$ cat src/rtl/psg_pkg.sv
// Shared constants and types for the PSG SPI write front-end.
package psg_pkg;
    localparam int PSG_DATA_BITS = 8;
    localparam int PSG_WRITE_GAP = 16;
    localparam int SYNC_STAGES   = 2;

    typedef logic [PSG_DATA_BITS-1:0] psg_byte_t;
endpackage

$ cat src/rtl/psg_sync_fifo.sv
// Single-clock FIFO; a push while full is taken only when a pop frees a slot in the same cycle.
module psg_sync_fifo #(
    parameter int DEPTH = 4,
    parameter int WIDTH = 8
) (
    input  logic             clk,
    input  logic             rst_n,
    input  logic             push,
    input  logic [WIDTH-1:0] push_data,
    input  logic             pop,
    output logic [WIDTH-1:0] pop_data,
    output logic             full,
    output logic             empty,
    output logic             empty_next
);
    localparam int AW    = $clog2(DEPTH);
    localparam int CNT_W = AW + 1;

    logic [WIDTH-1:0] mem_q [DEPTH];
    logic [AW-1:0]    wr_ptr_q, wr_ptr_d;
    logic [AW-1:0]    rd_ptr_q, rd_ptr_d;
    logic [CNT_W-1:0] count_q, count_d;
    logic             full_q, full_d;
    logic             empty_q, empty_d;
    logic             push_ok, pop_ok;

    always_comb begin
        push_ok  = push & (~full_q | pop);
        pop_ok   = pop & ~empty_q;
        wr_ptr_d = push_ok ? wr_ptr_q + AW'(1) : wr_ptr_q;
        rd_ptr_d = pop_ok ? rd_ptr_q + AW'(1) : rd_ptr_q;
        count_d  = count_q;
        if (push_ok && !pop_ok) count_d = count_q + CNT_W'(1);
        else if (!push_ok && pop_ok) count_d = count_q - CNT_W'(1);
        full_d  = (count_d == CNT_W'(DEPTH));
        empty_d = (count_d == '0);
    end

    always_ff @(posedge clk or negedge rst_n) begin
        if (!rst_n) begin
            wr_ptr_q <= '0;
            rd_ptr_q <= '0;
            count_q  <= '0;
            full_q   <= 1'b0;
            empty_q  <= 1'b1;
        end else begin
            wr_ptr_q <= wr_ptr_d;
            rd_ptr_q <= rd_ptr_d;
            count_q  <= count_d;
            full_q   <= full_d;
            empty_q  <= empty_d;
        end
    end

    // Storage needs no reset; only entries between the pointers are ever read.
    always_ff @(posedge clk) begin
        if (push_ok) mem_q[wr_ptr_q] <= push_data;
    end

    assign pop_data   = mem_q[rd_ptr_q];
    assign full       = full_q;
    assign empty      = empty_q;
    assign empty_next = empty_d;
endmodule

$ cat src/rtl/psg_spi_writer.sv
// SPI mode-0 byte receiver feeding a FIFO, replayed to the PSG as paced one-cycle /WE strobes.
module psg_spi_writer
    import psg_pkg::*;
#(
    parameter int FIFO_DEPTH = 4,
    parameter int WRITE_GAP  = PSG_WRITE_GAP
) (
    input  logic                     clk,
    input  logic                     rst_n,
    input  logic                     spi_sck,
    input  logic                     spi_cs_n,
    input  logic                     spi_mosi,
    output logic [PSG_DATA_BITS-1:0] psg_data,
    output logic                     psg_we_n,
    output logic                     fifo_full,
    output logic                     overflow,
    output logic                     busy
);
    localparam int GAP_W = $clog2(WRITE_GAP);

    logic [SYNC_STAGES-1:0] sck_sync_q, sck_sync_d;
    logic [SYNC_STAGES-1:0] cs_sync_q, cs_sync_d;
    logic [SYNC_STAGES-1:0] mosi_sync_q, mosi_sync_d;
    logic                   sck_dly_q, cs_dly_q, mosi_dly_q;
    logic                   sck_rise;

    logic [2:0]  bit_cnt_q, bit_cnt_d;
    psg_byte_t   shift_q, shift_d;
    logic        push_q, push_d;
    psg_byte_t   push_data_q, push_data_d;

    logic [GAP_W-1:0] gap_q, gap_d;
    psg_byte_t        psg_data_q, psg_data_d;
    logic             we_n_q, we_n_d;
    logic             overflow_q, overflow_d;
    logic             busy_q, busy_d;

    logic             pop;
    psg_byte_t        fifo_head;
    logic             fifo_full_w, fifo_empty, fifo_empty_next;

    always_comb begin
        sck_sync_d  = {sck_sync_q[SYNC_STAGES-2:0], spi_sck};
        cs_sync_d   = {cs_sync_q[SYNC_STAGES-2:0], spi_cs_n};
        mosi_sync_d = {mosi_sync_q[SYNC_STAGES-2:0], spi_mosi};
        // cs and mosi are taken from their third flop so they line up with sck_dly_q.
        sck_rise    = sck_sync_q[SYNC_STAGES-1] & ~sck_dly_q;
    end

    always_comb begin
        bit_cnt_d   = bit_cnt_q;
        shift_d     = shift_q;
        push_d      = 1'b0;
        push_data_d = push_data_q;
        if (cs_dly_q) begin
            bit_cnt_d = '0;
        end else if (sck_rise) begin
            shift_d   = {shift_q[PSG_DATA_BITS-2:0], mosi_dly_q};
            bit_cnt_d = bit_cnt_q + 3'd1;
            if (bit_cnt_q == 3'd7) begin
                push_d      = 1'b1;
                push_data_d = shift_d;
            end
        end
    end

    always_comb begin
        pop        = ~fifo_empty & (gap_q == '0);
        psg_data_d = psg_data_q;
        we_n_d     = 1'b1;
        gap_d      = (gap_q == '0) ? gap_q : gap_q - GAP_W'(1);
        if (pop) begin
            psg_data_d = fifo_head;
            we_n_d     = 1'b0;
            gap_d      = GAP_W'(WRITE_GAP - 1);
        end
        overflow_d = overflow_q | (push_q & fifo_full_w & ~pop);
        busy_d     = ~fifo_empty_next | (gap_d != '0);
    end

    always_ff @(posedge clk or negedge rst_n) begin
        if (!rst_n) begin
            sck_sync_q  <= '0;
            cs_sync_q   <= '1;
            mosi_sync_q <= '0;
            sck_dly_q   <= 1'b0;
            cs_dly_q    <= 1'b1;
            mosi_dly_q  <= 1'b0;
            bit_cnt_q   <= '0;
            shift_q     <= '0;
            push_q      <= 1'b0;
            push_data_q <= '0;
            gap_q       <= '0;
            psg_data_q  <= '0;
            we_n_q      <= 1'b1;
            overflow_q  <= 1'b0;
            busy_q      <= 1'b0;
        end else begin
            sck_sync_q  <= sck_sync_d;
            cs_sync_q   <= cs_sync_d;
            mosi_sync_q <= mosi_sync_d;
            sck_dly_q   <= sck_sync_q[SYNC_STAGES-1];
            cs_dly_q    <= cs_sync_q[SYNC_STAGES-1];
            mosi_dly_q  <= mosi_sync_q[SYNC_STAGES-1];
            bit_cnt_q   <= bit_cnt_d;
            shift_q     <= shift_d;
            push_q      <= push_d;
            push_data_q <= push_data_d;
            gap_q       <= gap_d;
            psg_data_q  <= psg_data_d;
            we_n_q      <= we_n_d;
            overflow_q  <= overflow_d;
            busy_q      <= busy_d;
        end
    end

    psg_sync_fifo #(
        .DEPTH (FIFO_DEPTH),
        .WIDTH (PSG_DATA_BITS)
    ) u_fifo (
        .clk        (clk),
        .rst_n      (rst_n),
        .push       (push_q),
        .push_data  (push_data_q),
        .pop        (pop),
        .pop_data   (fifo_head),
        .full       (fifo_full_w),
        .empty      (fifo_empty),
        .empty_next (fifo_empty_next)
    );

    assign psg_data  = psg_data_q;
    assign psg_we_n  = we_n_q;
    assign fifo_full = fifo_full_w;
    assign overflow  = overflow_q;
    assign busy      = busy_q;
endmodule

$ cat config.mk
export PLATFORM = sky130hd
export DESIGN_NAME = psg_spi_writer
export DESIGN_NICKNAME = d
export VERILOG_FILES = /design/src/rtl/psg_pkg.sv /design/src/rtl/psg_sync_fifo.sv /design/src/rtl/psg_spi_writer.sv
export SDC_FILE = /design/constraint.sdc
export NUM_CORES = 1
export LEC_CHECK = 0
export BUFFER_PORTS_ARGS = -buffer_cell sky130_fd_sc_hd__buf_2
export CAP_MARGIN = 30
export CORE_MARGIN = 4
export CORE_UTILIZATION = 40
export DETAILED_ROUTE_END_ITERATION = 12
export SLEW_MARGIN = 20
export SYNTH_ARGS = -nofsm -noshare
export SYNTH_HDL_FRONTEND = slang
export SYNTH_SLANG_ARGS = --single-unit
$ cat constraint.sdc
create_clock -name clk -period 3.2 [get_ports clk]
set_input_delay 0.64 -clock clk [delete_from_list [all_inputs] [get_ports clk]]
set_output_delay 0.64 -clock clk [all_outputs]
set_load 0.02 [all_outputs]
==> out/results.ini, run 1 <==
[run_status]
status = complete, no violations

[timing]
fmax_mhz = 407
report.final.slew_viol_count = 0
hold_slack_ns = 0.334
setup-violations-final = 0
skew_ns = 0.0117
tightest_slew_ns = 0.669
rsz0062_at_grt = false
timing.final.crit_share_pct = 76.8
period_needed_ns = 2.46
relSlewSlack_pct = 55.4
tns_ns = 0
hold_viol_final = 0

[detailed_routing]
viasPerCell = 4.73
vias = 1608
wl_met2_mm = 2.19
wl_met3_um = 215
wl_per_cell_um = 14.2
drt-met1-wl_mm = 2.36
ant_nets = 0
firstDrtPassIters = 4
drc = 0
drt_iter0_drc = 26
routed_wl_mm = 4.81
top_layer = met4

[clock_tree]
cts_root_buf = clkbuf_8
cts_sinks = 84
tritoncts = built
holdBufCountCts = 0
clock_path_buffers = 2
cts_resized = 0
cts_max_level = 3
clkSlewWorstSetupHoldPaths_ns = 0.08
cts_buffers = 9
clk_latency_ns = 0.34
cts_setup_buffers = 0

[cells_and_area]
final_cell_area_mm2 = 0.00363
fin_nets = 247
finalNonFillerCells = 340
area_delta_synth_final_pct = 11.0
final_layout_size_suffix_gt1_share_pct = 25.2
diodes = 0

[placement]
place.gp.congestion = 0.752
portBuffers = 16
post_dp_cell_area_mm2 = 0.00346
place_inst = 324
hpwl_mm = 3.45

[logic_synthesis]
ys_types = 31
avgSynthCellArea_um2 = 15.5
synthesis.area_mm2 = 0.00327
yosysSeqAreaShare_pct = 69.4
synthCells = 211
synth_nets = 225
yosysWarnings = 0
ys_ff_latch = 84

[setup_path]
cp-end-kind = flop
crit_start = gap_q[0]$_DFF_PN0_
path_max_fanout = 14
arrival_ns = 2.45
cp.required_ns = 3.19
timing.rr.end = u_fifo.mem_q[3][2]$_DFFE_PP_
rrSetupSlack_ns = 0.74
worstSetupPathType = reg -> reg
rr_worst_depth = 6
startpoint_type = flop
r2r-start = gap_q[0]$_DFF_PN0_

[global_route]
gr-total-overflow = 0
grt_max_degree = 32
first_global_vias = 1666
groute.usage.overall_pct = 11.3
grt_pass1_wl_mm = 8.45
grt_antenna_before_repair = 0

[floorplanning]
die_w_um = 98.4
rows = 32
core_area_mm2 = 0.00785
io_pins = 17
dieArea_mm2 = 0.00968
start_util_pct = 41.6
die_y_um = 98.4

[job]
drv_cap = 0

[power_and_ir_drop]
total_power_mw = 1.99
leakagePower_nw = 1.49
vdd_drop_max_mv = 0.384
power_per_cell_area_mw_per_mm2 = 550

[worst_hold_path]
hold_path_class = in -> async

==> cell usage after synthesis, drive strengths merged <==
| library cell | number | area (um^2) |
|---|---|---|
| nor2b | 4 | 25.0 |
| mux2i | 6 | 60.1 |
| dfstp | 5 | 131 |
| nor2 | 10 | 37.5 |
| nor4b | 1 | 23.8 |
| clkbuf | 5 | 18.8 |
| or3 | 1 | 6.26 |
| o31ai | 2 | 15.0 |
| mux2 | 15 | 169 |
| buf | 2 | 8.75 |
| xnor2 | 4 | 35.0 |
| a21boi | 1 | 7.51 |
| and2 | 5 | 31.3 |
| o21ai | 5 | 25.0 |
| a21oi | 1 | 5.00 |
| dfrtp | 47 | 1180 |
| o211ai | 1 | 7.51 |
| nand2 | 26 | 97.6 |
| xor2 | 2 | 17.5 |
| nor3b | 1 | 7.51 |
| nand4b | 1 | 8.76 |
| inv | 7 | 26.3 |
| mux4 | 8 | 180 |
| edfxtp | 32 | 961 |
| or4 | 2 | 15.0 |
| ha | 9 | 113 |
| nand3b | 1 | 7.51 |
| a31o | 1 | 8.76 |
| o311a | 1 | 10.0 |
| nand2b | 5 | 31.3 |
==> worst max-delay path by stage <==
stage,endpoint,cells after the start
global route,u_fifo.mem_q[1][1]$_DFFE_PP_,6
floorplan,busy$_DFF_PN0_,7
CTS,u_fifo.mem_q[3][0]$_DFFE_PP_,6
finish,u_fifo.mem_q[3][2]$_DFFE_PP_,6
global placement,u_fifo.mem_q[1][0]$_DFFE_PP_,6
detailed placement,u_fifo.mem_q[3][3]$_DFFE_PP_,6
==> worst max-delay path, cell delays in order, from the launching register on <==
cell and delay [ns]:
dfrtp_1 0.42, inv_1 0.08, ha_1 0.23, nor4b_4 0.23, inv_1 0.27, a21boi_1 0.45, and2_1 0.43
==> registers in the layout, indices dropped and copies added (netlist names), 2 cells and up <==
register / cells
u_fifo.mem_q: 32
psg_data: 8
push_data_q: 8
shift_q: 7
gap_q: 4
bit_cnt_q: 3
u_fifo.count_q: 3
cs_sync_q: 2
mosi_sync_q: 2
sck_sync_q: 2
u_fifo.rd_ptr_q: 2
u_fifo.wr_ptr_q: 2
==> cell type report <==
cell class | instances | area [um^2]
Clock buffer | 14 | 153
Clock inverter | 2 | 11.3
Fill cell | 730 | 4220
Inverter | 7 | 26.3
Multi-Input combinational cell | 113 | 945
Sequential cell | 84 | 2270
Tap cell | 102 | 128
Timing Repair Buffer | 18 | 95.1
==> layout by cell type, fill, tap and decap left out, types with 2 or more instances in the layout <==
| cell | instances |
|---|---|
| mux2_2 | 15 |
| o21ai_0 | 5 |
| nor2b_1 | 4 |
| nand2_1 | 26 |
| clkbuf_8 | 10 |
| clkbuf_1 | 4 |
| nor2_1 | 10 |
| inv_1 | 7 |
| mux2i_1 | 6 |
| ha_1 | 9 |
| buf_4 | 2 |
| o31ai_1 | 2 |
| mux4_2 | 8 |
| xnor2_1 | 4 |
| or4_1 | 2 |
| dfstp_2 | 5 |
| nand2b_1 | 5 |
| xor2_1 | 2 |
| and2_1 | 5 |
| edfxtp_1 | 32 |
| buf_2 | 16 |
| dfrtp_1 | 47 |
==> per-stage QoR <==
stage          setup WS (ns)  utilization, %
2_1_floorplan          0.991               -
3_3_place_gp           0.793            44.1
3_5_place_dp           0.699            44.1
4_1_cts                0.670            46.2
5_1_grt                0.433            46.2
6_report               0.741            46.2
==> power by group <==
group	total [mW]	internal [mW]	switching, mW	leakage, nW
logic	0.131	0.0697	0.0616	0.503
registers	1.24	1.18	0.0544	0.904
clock network	0.627	0.304	0.323	0.0850
==> cells by family after synthesis <==
group | synth area share [%]
AO/OA/AOI/OAI | 2.41
XOR/XNOR | 1.61
adder cells (fa/ha/maj) | 3.45
buffers and inverters | 1.65
flip-flops | 69.4
multiplexers | 12.5
AND/OR/NAND/NOR | 8.92
==> routing by layer <==
layer  track usage, %  up-vias
met3             4.64        5
met2             16.8       24
li1                 -      785
met1             15.1      794
met5                0        -
met4             3.47        0
No activity file was read; power rests on OpenSTA's default activity.
==> run 2, diff against run 1 <==
ABC_AREA = 1   (was not set)
clock period = 2 ns   (was 3.2 ns; I/O delays follow)
==> run 2 against run 1 <==
Register-to-register slack got worse by 0.50 ns; final area rose by 5.6%; via count rose by 28%; sequential share of layout area fell by 3.3 points; critical path depth rose by 1.
==> out/results.ini, run 2 <==
[timing]
tightest_slew_ns = 0.500  ; -0.169 ns
fmax_mhz = 567  ; +39%
setup-violations-final = 0  ; unchanged
report.final.slew_viol_count = 0  ; unchanged
rsz0062_at_grt = false
timing.final.crit_share_pct = 88.2  ; +11 points
skew_ns = 0.00930  ; -0.00243 ns
tns_ns = 0  ; unchanged
period_needed_ns = 1.76  ; -0.695 ns
relSlewSlack_pct = 66.7  ; +11 points
hold_viol_final = 0  ; unchanged

[global_route]
first_global_vias = 2053  ; +23%
met1_usage_pct = 16.8  ; +1.7 points
grt_antenna_before_repair = 0  ; unchanged
grt_pass1_wl_mm = 9.71  ; +15%
use_met2_pct = 18.8  ; +1.9 points
top_usage_layer = met2
gr-total-overflow = 0  ; unchanged
groute.usage.overall_pct = 12.6  ; +1.3 points
grt_use_met3_pct = 4.84  ; +0.20 points
grt_max_degree = 24  ; -25%

[power_and_ir_drop]
power_per_cell_area_mw_per_mm2 = 864  ; +57%
vdd_drop_max_mv = 0.620  ; +61%
total_power_mw = 3.31  ; +66%
leakagePower_nw = 1.70  ; +14%

[logic_synthesis]
ys_types = 28  ; -9.7%
synth-compound-area-share_pct = 7.16  ; +4.7 points
synth_top_area_share_pct = 35.0  ; -0.97 points
synthCells = 297  ; +41%
synth_most_common_cell = nand2_1
synth_top_family_by_area = simple AND/OR/NAND/NOR gates
synthesis.area_mm2 = 0.00336  ; +2.8%
synth_xor_area_share_pct = 1.30  ; -0.30 points
synthAdderAreaFrac_pct = 3.35  ; -0.093 points
synth_nets = 311  ; +38%
ys_ff_latch = 84  ; unchanged
yosysSeqAreaShare_pct = 67.6  ; -1.9 points
synthMuxAreaShare_pct = 0  ; -13 points
async_flop_share_pct = 61.9  ; unchanged
yosys-top-cells-count = nand2_1, dfrtp_1, nor2_1, edfxtp_1, inv_1
yosysTopAreaCell = dfrtp_1
avgSynthCellArea_um2 = 11.3  ; -27%
ys.flop_type = dfrtp_1
synthTopCellsByArea = dfrtp_1, edfxtp_1, nand2_1
synthSimpleGateAreaFrac_pct = 15.4  ; +6.4 points
synth_edf_count = 32  ; unchanged
yosysWarnings = 0  ; unchanged

[clock_tree]
tritoncts = built
cts_resized = 0  ; unchanged
holdBufCountCts = 0  ; unchanged
cts_setup_buffers = 0  ; unchanged
cts_sinks = 84  ; unchanged
clk_latency_ns = 0.34  ; about the same
cts_root_buf = clkbuf_8
clkSlewWorstSetupHoldPaths_ns = 0.08  ; about the same
cts_buffers = 9  ; unchanged
cts_max_level = 3  ; unchanged
clock_path_buffers = 2  ; unchanged

[worst_hold_path]
hold_path_class = in -> async

[cells_and_area]
fillers = 744  ; +1.9%
mostFrequentLayoutCells = nand2_1, dfrtp_1, nor2_1
final_layout_size_suffix_gt1_share_pct = 17.3  ; -7.9 points
largest_reg_flops = 32  ; unchanged
diodes = 0  ; unchanged
area_delta_synth_final_pct = 14.1
final_common_cell = nand2_1
fin_nets = 339  ; +37%
regMostFlops = u_fifo.mem_q

[detailed_routing]
vias = 2065  ; +28%
drt_iter0_drc = 100  ; +280%
firstDrtPassIters = 4  ; unchanged
viasPerCell = 4.75  ; +0.37%
drc = 0  ; unchanged
routed_wl_mm = 5.71  ; +19%
ant_nets = 0  ; unchanged
wl_per_cell_um = 13.1  ; -7.3%

[setup_path]
crit_top_cell = nand2_1
worstSetupPathType = reg -> reg
cpPeakStageDelay_ns = 0.38  ; -0.07 ns
cp-end-kind = flop
rr_worst_depth = 7  ; +1
startpoint_type = flop
path_delay_family = simple AND/OR/NAND/NOR gates
path_max_fanout = 8  ; -6
crit_path_top_delay_cell = dfrtp_1
arrival_ns = 1.81  ; -0.64 ns
cp.required_ns = 2.05  ; -1.14 ns
critPathBufInv = 2  ; unchanged
cp.depth = 7  ; +1
cp_cell_sequence = inv_1, ha_1, nand3_4, nand2_1, nand2_1, nor2_1, buf_4

[placement]
place.gp.congestion = 0.794  ; +5.6%
hpwl_mm = 4.02  ; +16%
portBuffers = 16  ; unchanged

[floorplanning]
io_pins = 17  ; unchanged
rows = 33  ; +3.1%
die_y_um = 99.6  ; +1.3%
start_util_pct = 41.1  ; -0.57 points
core_area_mm2 = 0.00818  ; +4.2%
die_w_um = 99.6  ; +1.3%
dieArea_mm2 = 0.00992  ; +2.5%

[run_status]
status = complete, no violations

[job]
drv_cap = 0  ; unchanged

## run 2: cell count changes in the layout (fill, tap and decap cells not counted), moves of 8 or more
cell / previous run / this run
o21ai_0: 5 / 22
mux2_2: 15 / 0
nor2_1: 10 / 40
mux4_2: 8 / 0
nand2_1: 26 / 56
inv_1: 7 / 32
o32ai_1: 0 / 8
## run 2: layout make-up
type | instances | area (um^2) | area share, %
clock inverters | 7 | 115 | 3.01
multi-input cells | 170 | 912 | 23.8
clock buffers | 9 | 124 | 3.23
repair buffers | 25 | 148 | 3.85
inverters | 35 | 131 | 3.43
well taps | 105 | 131 | 3.43
flip-flops and latches | 84 | 2270 | 59.2
## run 2: path summary, 6_finish.rpt
check	from	to	slack, ns
min	rst_n	busy$_DFF_PN0_	0.01
max	gap_q[0]$_DFF_PN0_	u_fifo.mem_q[3][1]$_DFFE_PP_	0.24
min reg2reg	mosi_sync_q[1]$_DFF_PN0_	mosi_dly_q$_DFF_PN0_	0.35
min in group clk	spi_cs_n	cs_sync_q[0]$_DFF_PN1_	0.15
max in group asynchronous	rst_n	psg_we_n$_DFF_PN1_	1.35
max reg2reg	gap_q[0]$_DFF_PN0_	u_fifo.mem_q[3][1]$_DFFE_PP_	0.24
## run 2: worst reg2reg max path: stages, from the launching register on
cell and delay [ns]:
dfrtp_1 0.38, inv_1 0.09, ha_1 0.31, nand3_4 0.10, nand2_1 0.09, nand2_1 0.18, nor2_1 0.14, buf_4 0.18
## run 2: per-layer routing
layer | vias up | wire (um)
li1 | 1026 | -
met1 | 985 | 2750
met2 | 44 | 2600
met3 | 10 | 261
met4 | 0 | 91
met5 | - | 0
## run 2: metrics by stage
stage | worst slack [ns] | instance area, um^2 | instances | util, % | hold slack, ns
global placement | 0.313 | 3590 | 419 | 43.9 | 0.333
finish | 0.236 | 3830 | 435 | 46.8 | 0.0118
detailed placement | 0.246 | 3590 | 419 | 43.9 | 0.342
floorplan | 0.141 | 3360 | 297 | - | 0.104
global route | 0.0786 | 3830 | 435 | 46.8 | 0.0302
CTS | 0.233 | 3830 | 435 | 46.8 | 0.0216
## run 2: cell families (layout without fill, tap and decap cells)
group / Yosys count / after routing
adders and majority gates: 9 / 9
and+or+nand+nor: 116 / 116
DFF: 84 / 84
xor gates and xnor gates: 5 / 5
AOI/OAI and AO/OA: 40 / 40
buffers and inverters: 43 / 76
## run 2: where the power goes
group / switching, mW / total, mW / leakage (nW) / internal, mW
registers: 0.0178 / 1.84 / 0.919 / 1.82
clock network: 0.574 / 1.40 / 0.117 / 0.825
logic: 0.0500 / 0.0722 / 0.667 / 0.0221
==> run 3, diff against run 2 <==
MAX_ROUTING_LAYER = met4   (was not set)
SYNTH_HIERARCHICAL = 1   (was not set)
==> run 3 against run 2 <==
Clock skew grew 0.0010 ns; highest routed layer unchanged; utilization grew 0.55 points; critical endpoint is now busy$_DFF_PN0_; via count grew 0.34%; critical path depth grew 6; final area grew 2.7%; wire length shrank 3.5%; die area grew 2.7%; synthesized cell count grew 4.7%.
==> out/results.ini, run 3 <==
[run_status]
status = complete, no violations

[setup_path]
cp.required_ns = 2.24  ; +0.19 ns
cp-end-kind = flop
startpoint_type = flop
arrival_ns = 2.02  ; +0.21 ns
worstSetupPathType = reg -> reg
cp_cell_sequence = inv_1, nand3_4, inv_2, inv_2, nand2_4, nand3_4, nor2_1, a21oi_2, nand2_1, nor2_2, nand3_1, nor2_1, nand3_1
crit_path_top_delay_cell = dfstp_2
rr_worst_depth = 13  ; +6
timing.rr.end = busy$_DFF_PN0_
r2r-start = u_fifo/empty$_DFF_PN1_
crit_start = u_fifo/empty$_DFF_PN1_
cpPeakStageDelay_ns = 0.58  ; +0.20 ns
rrSetupSlack_ns = 0.22  ; -0.02 ns
path_max_fanout = 7  ; -1

[placement]
place_inst = 435  ; +3.8%
post_dp_cell_area_mm2 = 0.00370  ; +3.0%
place.gp.congestion = 0.848  ; +6.8%
portBuffers = 16  ; unchanged
hpwl_mm = 3.75  ; -6.7%

[power_and_ir_drop]
swShare_pct = 22.7  ; +3.3 points
power_per_cell_area_mw_per_mm2 = 805  ; -6.8%
power.net_switching_mw = 0.718  ; +12%
seqPwrFrac_pct = 58.1  ; +2.6 points
pwr-share-comb_pct = 2.8  ; +0.6 points
leakagePower_nw = 1.75  ; +2.6%
vdd_drop_max_mv = 0.633  ; +2.1%
p_int_mw = 2.45  ; -8.2%
power.share.clock_pct = 39.1  ; -3.2 points

[floorplanning]
die_y_um = 101  ; +1.4%
start_util_pct = 41.7  ; +0.59 points
io_pins = 17  ; unchanged
die_w_um = 101  ; +1.4%
core_area_mm2 = 0.00830  ; +1.5%
dieArea_mm2 = 0.0102  ; +2.7%
rows = 33  ; unchanged

[timing]
skew_ns = 0.0103  ; +0.00102 ns
hold_viol_final = 0  ; unchanged
tns_ns = 0  ; unchanged
hold_slack_ns = 0.0302  ; +0.0184 ns
setup-violations-final = 0  ; unchanged
period_needed_ns = 1.78  ; +0.0182 ns
fmax_mhz = 561  ; -1.0%
rsz0062_at_grt = false
report.final.slew_viol_count = 0  ; unchanged
relSlewSlack_pct = 79.5  ; +13 points
tightest_slew_ns = 0.308  ; -0.191 ns
timing.final.crit_share_pct = 89.1  ; +0.91 points

[detailed_routing]
drt_iter0_drc = 101  ; +1.0%
wl_per_cell_um = 12.2  ; -7.3%
vias = 2072  ; +0.34%
firstDrtPassIters = 4  ; unchanged
drc = 0  ; unchanged
routed_wl_mm = 5.51  ; -3.5%
ant_nets = 0  ; unchanged
viasPerCell = 4.57  ; -3.6%

[clock_tree]
clock_path_buffers = 2  ; unchanged
tritoncts = built
clk_latency_ns = 0.35  ; about the same
cts_buffers = 9  ; unchanged
clkSlewWorstSetupHoldPaths_ns = 0.09  ; about the same
cts_root_buf = clkbuf_8
cts_max_level = 3  ; unchanged
cts_sinks = 84  ; unchanged
holdBufCountCts = 0  ; unchanged

[global_route]
gr-total-overflow = 0  ; unchanged
grt_max_degree = 53  ; +120%
first_global_vias = 2046  ; -0.34%
grt_pass1_wl_mm = 9.59  ; -1.2%
groute.usage.overall_pct = 12.5  ; -0.061 points
grt_antenna_before_repair = 0  ; unchanged

[cells_and_area]
mostFrequentLayoutCells = nand2_1, dfrtp_1, inv_1, edfxtp_1, nor2_1
diodes = 0  ; unchanged
finalNonFillerCells = 453  ; +4.1%
final_cell_area_mm2 = 0.00393  ; +2.7%
fin_nets = 357  ; +5.3%
final_layout_size_suffix_gt1_share_pct = 22.7  ; +5.4 points
utilization_pct = 47.4  ; +0.55 points
regMostFlops = u_fifo/mem_q
final_common_cell = nand2_1
area_delta_synth_final_pct = 13.8
largest_reg_flops = 32  ; unchanged

[logic_synthesis]
avgSynthCellArea_um2 = 11.1  ; -1.7%
ys_types = 29  ; +3.6%
ys_ff_latch = 84  ; unchanged
synth_most_common_cell = nand2_1
synth_edf_count = 32  ; unchanged
ys.flop_type = dfrtp_1
yosysTopAreaCell = dfrtp_1
async_flop_share_pct = 61.9  ; unchanged
synth_top_area_share_pct = 34.0  ; -1.0 points
yosys-top-cells-count = nand2_1, dfrtp_1, inv_1, edfxtp_1, nor2_1
synthCells = 311  ; +4.7%
yosysSeqAreaShare_pct = 65.6  ; -2.0 points
synth_nets = 325  ; +4.5%
yosysWarnings = 6  ; +6
synthTopCellsByArea = dfrtp_1, edfxtp_1, nand2_1
synthesis.area_mm2 = 0.00346  ; +3.0%

[worst_hold_path]
hold_path_class = in -> async

[job]
drv_cap = 0  ; unchanged

-- run 3: cell count changes in the layout (fill, tap and decap cells not counted), moves of 3 or more --
cell	delta
nand2_1	+17
nor2_1	-10
o22ai_1	+8
o32ai_1	-8
o21ai_2	+7
inv_2	+3
nand4_1	-3
-- run 3: worst max-delay path, delay by kind of cell (launching register included) --
family	cells	cell delay, ns
AO/OA/AOI/OAI	1	0.12
buffers and inverters	3	0.20
flip-flops	1	0.58
AND/OR/NAND/NOR	9	0.75
-- run 3: worst max-delay path by stage --
stage / to / slack, ns / cells past startpoint
after floorplan: u_fifo/mem_q[0][0]$_DFFE_PP_ / 0.02 / 8
after global placement: busy$_DFF_PN0_ / 0.20 / 13
final: busy$_DFF_PN0_ / 0.22 / 13
after CTS: busy$_DFF_PN0_ / 0.06 / 13
after global routing: busy$_DFF_PN0_ / 0.003 / 12
after detailed placement: busy$_DFF_PN0_ / 0.09 / 13
-- run 3: kinds of logic (layout without fill, tap and decap cells) --
kind of cell,Yosys count,in the layout,synth area share [%]
buf+inv,43,80,5.50
compound gates,45,45,7.96
simple gates,127,127,16.9
flops,84,84,65.6
xor+xnor,3,3,0.760
fa+ha+maj,9,9,3.26
-- run 3: stage by stage --
step	power, mW	setup WS [ns]
after floorplan	1.92	0.0235
after global placement	1.97	0.204
after detailed placement	1.97	0.0866
after CTS	3.21	0.0600
after global routing	3.32	0.00303
final	3.17	0.218
-- run 3: timing repair --
| item | 4_1_cts | 5_1_grt |
|---|---|---|
| buffers inserted | 0 | 2 |
| endpoints found under the setup margin | 0 | 1 |
| gates resized for setup | 0 | 6 |
-- run 3: area by class of cell --
type,count,area (um^2)
Clock buffer,9,124
Clock inverter,7,81.3
Fill cell,773,4370
Inverter,37,139
Multi-Input combinational cell,184,1010
Sequential cell,84,2270
Tap cell,105,131
Timing Repair Buffer,27,175
-- run 3: power by group through the flow --
stage	logic, mW	registers [mW]	clock network, mW
final	0.0885	1.84	1.24
after global routing	0.108	1.85	1.36
after CTS	0.0924	1.84	1.28
after detailed placement	0.0914	1.88	0
after global placement	0.0907	1.87	0
after floorplan	0.0529	1.87	0
-- run 3: per-layer routing --
layer,global-route usage [%],wire (um)
met5,-,0
met2,19.9,2580
met4,3.89,89
met3,4.22,244
met1,15.1,2590
